`config.mk`:
```
export PLATFORM = sky130hd
export DESIGN_NAME = multicycle_main_fsm_flat
export DESIGN_NICKNAME = d
export VERILOG_FILES = /design/src/rtl/multicycle_main_fsm_pkg.sv /design/src/rtl/multicycle_main_fsm_if.sv /design/src/rtl/multicycle_main_fsm.sv /design/src/flat_wrapper.sv
export SDC_FILE = /design/constraint.sdc
export NUM_CORES = 1
export LEC_CHECK = 0
export BUFFER_PORTS_ARGS = -buffer_cell sky130_fd_sc_hd__buf_2
export CORE_AREA = 2 2 41 43
export CTS_CLUSTER_DIAMETER = 120
export DETAILED_ROUTE_END_ITERATION = 16
export DIE_AREA = 0 0 43 45
export PLACE_DENSITY = 0.72
export SYNTH_ARGS = -nofsm -noshare
export SYNTH_HDL_FRONTEND = slang
export SYNTH_SLANG_ARGS = --single-unit
```
`constraint.sdc`:
```
create_clock -name clk -period 4.25 [get_ports clk]
set_clock_uncertainty 0.1 [all_clocks]
set_input_delay 0.6375 -clock clk [delete_from_list [all_inputs] [get_ports clk]]
set_output_delay 0.6375 -clock clk [all_outputs]
set_load 0.02 [all_outputs]
```
`src/rtl/multicycle_main_fsm_pkg.sv`:
```
// Shared constants for the multicycle RV32I control unit: FSM state encoding,
// opcodes, and the mux-select / ALUOp encodings also used by the ALU decoder.
// No ports; imported by the FSM, its interface and sibling decoders.
package multicycle_main_fsm_pkg;

  typedef enum logic [3:0] {
    S_FETCH    = 4'd0,
    S_DECODE   = 4'd1,
    S_MEMADR   = 4'd2,
    S_MEMREAD  = 4'd3,
    S_MEMWB    = 4'd4,
    S_MEMWRITE = 4'd5,
    S_EXECUTER = 4'd6,
    S_EXECUTEI = 4'd7,
    S_ALUWB    = 4'd8,
    S_BEQ      = 4'd9,
    S_JAL      = 4'd10
  } state_t;

  localparam logic [6:0] OP_LW  = 7'b0000011;
  localparam logic [6:0] OP_SW  = 7'b0100011;
  localparam logic [6:0] OP_R   = 7'b0110011;
  localparam logic [6:0] OP_I   = 7'b0010011;
  localparam logic [6:0] OP_BEQ = 7'b1100011;
  localparam logic [6:0] OP_JAL = 7'b1101111;

  localparam logic [1:0] ALUOP_ADD   = 2'b00;
  localparam logic [1:0] ALUOP_SUB   = 2'b01;
  localparam logic [1:0] ALUOP_FUNCT = 2'b10;

  localparam logic [1:0] SRCA_PC    = 2'b00;
  localparam logic [1:0] SRCA_OLDPC = 2'b01;
  localparam logic [1:0] SRCA_REG   = 2'b10;

  localparam logic [1:0] SRCB_REG  = 2'b00;
  localparam logic [1:0] SRCB_IMM  = 2'b01;
  localparam logic [1:0] SRCB_FOUR = 2'b10;

  localparam logic [1:0] RES_ALUOUT    = 2'b00;
  localparam logic [1:0] RES_DATA      = 2'b01;
  localparam logic [1:0] RES_ALURESULT = 2'b10;

endpackage

```
`src/rtl/multicycle_main_fsm_if.sv`:
```
// Control bundle between the main FSM and the datapath.
// Inputs to the FSM: op, zero, mem_ready. Outputs: mux selects, ALUOp,
// write enables, mem_req, illegal_op. master = FSM side, slave = datapath side.
interface multicycle_main_fsm_if;
  logic [6:0] op;
  logic       zero;
  logic       mem_ready;
  logic [1:0] ALUOp;
  logic [1:0] ALUSrcA;
  logic [1:0] ALUSrcB;
  logic [1:0] ResultSrc;
  logic       AdrSrc;
  logic       IRWrite;
  logic       PCWrite;
  logic       RegWrite;
  logic       MemWrite;
  logic       mem_req;
  logic       illegal_op;

  modport master (
    input  op, zero, mem_ready,
    output ALUOp, ALUSrcA, ALUSrcB, ResultSrc, AdrSrc, IRWrite, PCWrite,
           RegWrite, MemWrite, mem_req, illegal_op
  );

  modport slave (
    output op, zero, mem_ready,
    input  ALUOp, ALUSrcA, ALUSrcB, ResultSrc, AdrSrc, IRWrite, PCWrite,
           RegWrite, MemWrite, mem_req, illegal_op
  );
endinterface

```
`src/rtl/multicycle_main_fsm.sv`:
```
// Main control FSM of the multicycle RV32I core (lw, sw, R, I, beq, jal).
// Latency: beq 3, R/I/jal/sw 4, lw 5 cycles; outputs combinational from state.
// Backpressure: mem_ready=0 holds FETCH/MEMREAD/MEMWRITE, one cycle per stall.
// Ports: clk, rst (sync, active-high), bus (master modport of the control bundle).
module multicycle_main_fsm
  import multicycle_main_fsm_pkg::*;
(
  input  logic                  clk,
  input  logic                  rst,
  multicycle_main_fsm_if.master bus
);

  state_t state_q, state_d;
  logic   pc_update;
  logic   branch;

  always_ff @(posedge clk) begin
    if (rst) state_q <= S_FETCH;
    else     state_q <= state_d;
  end

  always_comb begin
    state_d = state_q;
    case (state_q)
      S_FETCH:    if (bus.mem_ready) state_d = S_DECODE;
      S_DECODE: begin
        case (bus.op)
          OP_LW, OP_SW: state_d = S_MEMADR;
          OP_R:         state_d = S_EXECUTER;
          OP_I:         state_d = S_EXECUTEI;
          OP_BEQ:       state_d = S_BEQ;
          OP_JAL:       state_d = S_JAL;
          default:      state_d = S_FETCH;
        endcase
      end
      S_MEMADR:   state_d = (bus.op == OP_SW) ? S_MEMWRITE : S_MEMREAD;
      S_MEMREAD:  if (bus.mem_ready) state_d = S_MEMWB;
      S_MEMWRITE: if (bus.mem_ready) state_d = S_FETCH;
      S_MEMWB:    state_d = S_FETCH;
      S_EXECUTER,
      S_EXECUTEI,
      S_JAL:      state_d = S_ALUWB;
      S_ALUWB:    state_d = S_FETCH;
      S_BEQ:      state_d = S_FETCH;
      default:    state_d = S_FETCH;
    endcase
  end

  always_comb begin
    bus.ALUOp      = ALUOP_ADD;
    bus.ALUSrcA    = SRCA_PC;
    bus.ALUSrcB    = SRCB_REG;
    bus.ResultSrc  = RES_ALUOUT;
    bus.AdrSrc     = 1'b0;
    bus.IRWrite    = 1'b0;
    bus.RegWrite   = 1'b0;
    bus.MemWrite   = 1'b0;
    bus.mem_req    = 1'b0;
    bus.illegal_op = 1'b0;
    pc_update      = 1'b0;
    branch         = 1'b0;

    case (state_q)
      S_FETCH: begin
        bus.ALUSrcB   = SRCB_FOUR;
        bus.ResultSrc = RES_ALURESULT;
        bus.mem_req   = 1'b1;
        // IR and PC may only advance once the fetch actually returns data.
        bus.IRWrite   = bus.mem_ready;
        pc_update     = bus.mem_ready;
      end
      S_DECODE: begin
        bus.ALUSrcA = SRCA_OLDPC;
        bus.ALUSrcB = SRCB_IMM;
        bus.illegal_op = !((bus.op == OP_LW) || (bus.op == OP_SW) ||
                           (bus.op == OP_R)  || (bus.op == OP_I)  ||
                           (bus.op == OP_BEQ) || (bus.op == OP_JAL));
      end
      S_MEMADR: begin
        bus.ALUSrcA = SRCA_REG;
        bus.ALUSrcB = SRCB_IMM;
      end
      S_MEMREAD: begin
        bus.AdrSrc  = 1'b1;
        bus.mem_req = 1'b1;
      end
      S_MEMWB: begin
        bus.ResultSrc = RES_DATA;
        bus.RegWrite  = 1'b1;
      end
      S_MEMWRITE: begin
        bus.AdrSrc   = 1'b1;
        bus.MemWrite = 1'b1;
        bus.mem_req  = 1'b1;
      end
      S_EXECUTER: begin
        bus.ALUSrcA = SRCA_REG;
        bus.ALUOp   = ALUOP_FUNCT;
      end
      S_EXECUTEI: begin
        bus.ALUSrcA = SRCA_REG;
        bus.ALUSrcB = SRCB_IMM;
        bus.ALUOp   = ALUOP_FUNCT;
      end
      S_ALUWB: bus.RegWrite = 1'b1;
      S_BEQ: begin
        bus.ALUSrcA = SRCA_REG;
        bus.ALUOp   = ALUOP_SUB;
        branch      = 1'b1;
      end
      S_JAL: begin
        bus.ALUSrcA = SRCA_OLDPC;
        bus.ALUSrcB = SRCB_FOUR;
        pc_update   = 1'b1;
      end
      default: ;
    endcase

    bus.PCWrite = pc_update | (branch & bus.zero);

    // Reset overrides everything so an in-flight store or writeback is dropped.
    if (rst) begin
      bus.ALUOp      = 2'b00;
      bus.ALUSrcA    = 2'b00;
      bus.ALUSrcB    = 2'b00;
      bus.ResultSrc  = 2'b00;
      bus.AdrSrc     = 1'b0;
      bus.IRWrite    = 1'b0;
      bus.PCWrite    = 1'b0;
      bus.RegWrite   = 1'b0;
      bus.MemWrite   = 1'b0;
      bus.mem_req    = 1'b0;
      bus.illegal_op = 1'b0;
    end
  end

endmodule

```
`src/flat_wrapper.sv`:
```
// flat-port wrapper written by rule: the top's interface ports become plain ports
module multicycle_main_fsm_flat import multicycle_main_fsm_pkg::*;
  (clk, rst, bus_op, bus_zero, bus_mem_ready, bus_ALUOp, bus_ALUSrcA, bus_ALUSrcB, bus_ResultSrc, bus_AdrSrc, bus_IRWrite, bus_PCWrite, bus_RegWrite, bus_MemWrite, bus_mem_req, bus_illegal_op);
  multicycle_main_fsm_if bus_i ();
  input  logic clk;
  input  logic rst;
  input wire logic [$bits(bus_i.op)-1:0] bus_op;
  input wire logic [$bits(bus_i.zero)-1:0] bus_zero;
  input wire logic [$bits(bus_i.mem_ready)-1:0] bus_mem_ready;
  output wire logic [$bits(bus_i.ALUOp)-1:0] bus_ALUOp;
  output wire logic [$bits(bus_i.ALUSrcA)-1:0] bus_ALUSrcA;
  output wire logic [$bits(bus_i.ALUSrcB)-1:0] bus_ALUSrcB;
  output wire logic [$bits(bus_i.ResultSrc)-1:0] bus_ResultSrc;
  output wire logic [$bits(bus_i.AdrSrc)-1:0] bus_AdrSrc;
  output wire logic [$bits(bus_i.IRWrite)-1:0] bus_IRWrite;
  output wire logic [$bits(bus_i.PCWrite)-1:0] bus_PCWrite;
  output wire logic [$bits(bus_i.RegWrite)-1:0] bus_RegWrite;
  output wire logic [$bits(bus_i.MemWrite)-1:0] bus_MemWrite;
  output wire logic [$bits(bus_i.mem_req)-1:0] bus_mem_req;
  output wire logic [$bits(bus_i.illegal_op)-1:0] bus_illegal_op;
  assign bus_i.op = bus_op;
  assign bus_i.zero = bus_zero;
  assign bus_i.mem_ready = bus_mem_ready;
  assign bus_ALUOp = bus_i.ALUOp;
  assign bus_ALUSrcA = bus_i.ALUSrcA;
  assign bus_ALUSrcB = bus_i.ALUSrcB;
  assign bus_ResultSrc = bus_i.ResultSrc;
  assign bus_AdrSrc = bus_i.AdrSrc;
  assign bus_IRWrite = bus_i.IRWrite;
  assign bus_PCWrite = bus_i.PCWrite;
  assign bus_RegWrite = bus_i.RegWrite;
  assign bus_MemWrite = bus_i.MemWrite;
  assign bus_mem_req = bus_i.mem_req;
  assign bus_illegal_op = bus_i.illegal_op;
  multicycle_main_fsm u_core (.clk(clk), .rst(rst), .bus(bus_i));
endmodule
```
==> impl_results.md <==
* Wire length of the first global-routing pass at 2790 um
* Achievable clock frequency at 398 MHz
* Total standard cell area after synthesis at 636 um2
* Antenna diode count at 0
* FILL cells at 163
* Total gr overflow at 0
* Number of port buffers at 25
* Number of pins exceeding their max-slew limit in the final report at 0
* Number of buffers added to fix hold violations after cts at 0
* Aggregate routed wire length at approximately 1700 um
* Die boundary width at between 40 and 50 um
* TritonCTS buffer count at 3
* # nets final at 123
* Maximum number of pins on one net before global-route repair at 23
* Max rail drop VDD at around 57 uV
* EDFF count, synth at 0
* Total power per unit cell area at 177 mW/mm2
* Worst-skew pair later-pin latency at 0.23 ns
* DR DRC count at 0
* Effective utilization at floorplan at 0.432
* WP data arrival at between 1.5 and 2 ns
* Run status: complete, no violations
* Async set-reset flop share out of synthesis at 0
* Headroom to the max-slew limit at 0.565
* Total number of vias at 767
* Max-cap violations at 0
* Min Clock Period, post-route at ~2.5 ns
* Transition time at the pin with the least slew margin at 0.652 ns
* Height of the chip at between 40 and 50 um
* Core footprint at around 0.0015 mm2
* Primary flip-flop cell chosen by synthesis mapping: dfxtp_1
* Post-route antenna net violation count at 0
* Overall power at about 0.00013 W
* Layout cell share with drive strength beyond 1 at 0.282
* Vias per std cell at between 6 and 7
* Setup TNS after final layout at 0 ns
* Data required time of the critical path at between 3 and 4 ns
* Mean area per synthesized cell at 6.98 um2
* Routability Congestion at ~0.83
* # placed instances at between 100 and 150
* Detail-routed net length per standard cell at ~13 um
* Max FFs per register at 4
* Root buf cell: clkbuf_4
* RSZ-0062 raised after global routing: false
* Share of Yosys cell area claimed by the top area cell type at 0.126
* Detailed Routing Iterations Pass 1 at 4
* Total of endpoints with negative setup slack in the final report at 0
* Highest cell delay on the worst timing path at just over 0.6 ns
* Clock tree from TritonCTS: done
* Count of cell types in the netlist at 38
* Number of standard cells after synthesis at slightly above 90
* Clk sink count at 4
* Leakage at ~0.31 nW
* FF+latch count, synth at 4
* Number of warnings printed during yosys synthesis at 0
* First-iteration detailed-routing DRC count at 25
* Largest registers in the final layout: u_core.state_q: 4 flops
* Number of global-route vias before repair at 612
* Mapped Nets at roughly 100
* Critical path, cell by cell: nand2b_1 -> nor3_1 -> nand2_1 -> o41ai_1 -> buf_2
* Register with the highest flop count: u_core.state_q
* Cell types with the largest area share after synthesis: dfxtp_1 (13%), nand2b_1 (6.9%), a21oi_1 (5.5%)
* Buffer depth of the longest clock path at 2
* Antenna violations before repair at 0
* Hold crit path type: register to register
* Post-CTS setup buffer count at 0
* Count of final hold-check violations at 0
* Area after DPL at ~740 um2
* Post-route cell area at between 700 and 800 um2
* Most common cell after layout, fill and taps aside: buf_2
* Detailed placement HPWL at 1190 um
* Largest fanout on the critical path at 16
* Post-route clock period utilization at 0.591
* Critical path endpoint category: output port
* Cell type contributing the most total cell area after synthesis: dfxtp_1
* Classification of the worst setup path: register to output port
* Core utilization of the finished layout at 0.516
* Register area share after synthesis at 0.126
* Number of standard cells in the layout, taps in and fillers out at 126
* Area Overhead vs Synth at 19.5%
* Crit-path slowest cell: dfxtp_1
* Num rows at 14
* Count of H-tree levels built during CTS at 1
* Crit start category: register
* Io pins at 26
* Global-route usage over all layers at 0.191
* Area of the die at 0.00194 mm2
* Post-cts resize count at 0
* Clock edge transition at the registers on the reported setup and hold paths at ~0.040 ns
* Most frequent cells in the layout: buf_2 (25), nand2b_1 (7), a21oi_1 (7), nor3_1 (7), nor2_1 (6)
-- stage by stage --
stage / hold slack [ns] / worst slack, ns
final: 0.663 / 1.74
after global routing: 0.689 / 1.48
after CTS: 0.662 / 1.71
after detailed placement: 0.655 / 1.88
after global placement: 0.653 / 1.92
after floorplan: 0.507 / 1.75
-- Yosys cell counts (all sizes together) (3+ instances only) --
cell / instances
a21oi: 7
nand2b: 7
nor3: 7
clkbuf: 6
nor2: 6
nor2b: 5
dfxtp: 4
nor3b: 4
o21ai: 4
a22oi: 3
buf: 3
nand2: 3
-- area by class of cell --
type / instances / area (um2) / area share
multi-input cells: 77 / 508 / 0.669
clock buffers: 3 / 22.5 / 0.0297
repair buffers: 25 / 125 / 0.165
flip-flops and latches: 4 / 80.1 / 0.105
well taps: 16 / 20.0 / 0.0264
inverters: 1 / 3.75 / 0.00494
-- worst paths after layout --
kind / from / end / slack (ns) / cells after the start
worst max-delay path: u_core.state_q[0]$_SDFFE_PP0P_ / bus_PCWrite / 1.74 / 5
worst min-delay path: u_core.state_q[0]$_SDFFE_PP0P_ / u_core.state_q[2]$_SDFFE_PP0P_ / 0.66 / 2
worst max register to register: u_core.state_q[1]$_SDFFE_PP0P_ / u_core.state_q[2]$_SDFFE_PP0P_ / 2.28 / 4
worst min register to register: u_core.state_q[0]$_SDFFE_PP0P_ / u_core.state_q[2]$_SDFFE_PP0P_ / 0.66 / 2
-- routing by layer --
metal | global-route usage | part of all wire
met3 | 0.0360 | 0.059
met5 | 0 | 0
met2 | 0.294 | 0.48
met4 | 0.0909 | 0
met1 | 0.260 | 0.46
-- cell families after synthesis --
kind of cell | count (synthesis) | synth area share
AND/OR/NAND/NOR | 49 | 0.474
AO/OA/AOI/OAI | 24 | 0.270
buffers and inverters | 10 | 0.0748
XOR/XNOR | 4 | 0.0551
flip-flops | 4 | 0.126
-- worst max-delay path, delay by kind of cell, from the launching register on --
| kind | cells | cell delay, ns |
|---|---|---|
| simple gates | 3 | 0.64 |
| flops | 1 | 0.62 |
| buf+inv | 1 | 0.23 |
| compound gates | 1 | 0.06 |
-- where the power goes --
group	total, W	switching [W]	internal (W)	leakage (nW)
logic	0.0000442	0.0000259	0.0000183	0.267
registers	0.0000421	0.00000354	0.0000386	0.0324
clock network	0.0000480	0.0000163	0.0000317	0.0138
total	0.000134	0.0000457	0.0000886	0.314
No activity file was read; power rests on OpenSTA's default activity.
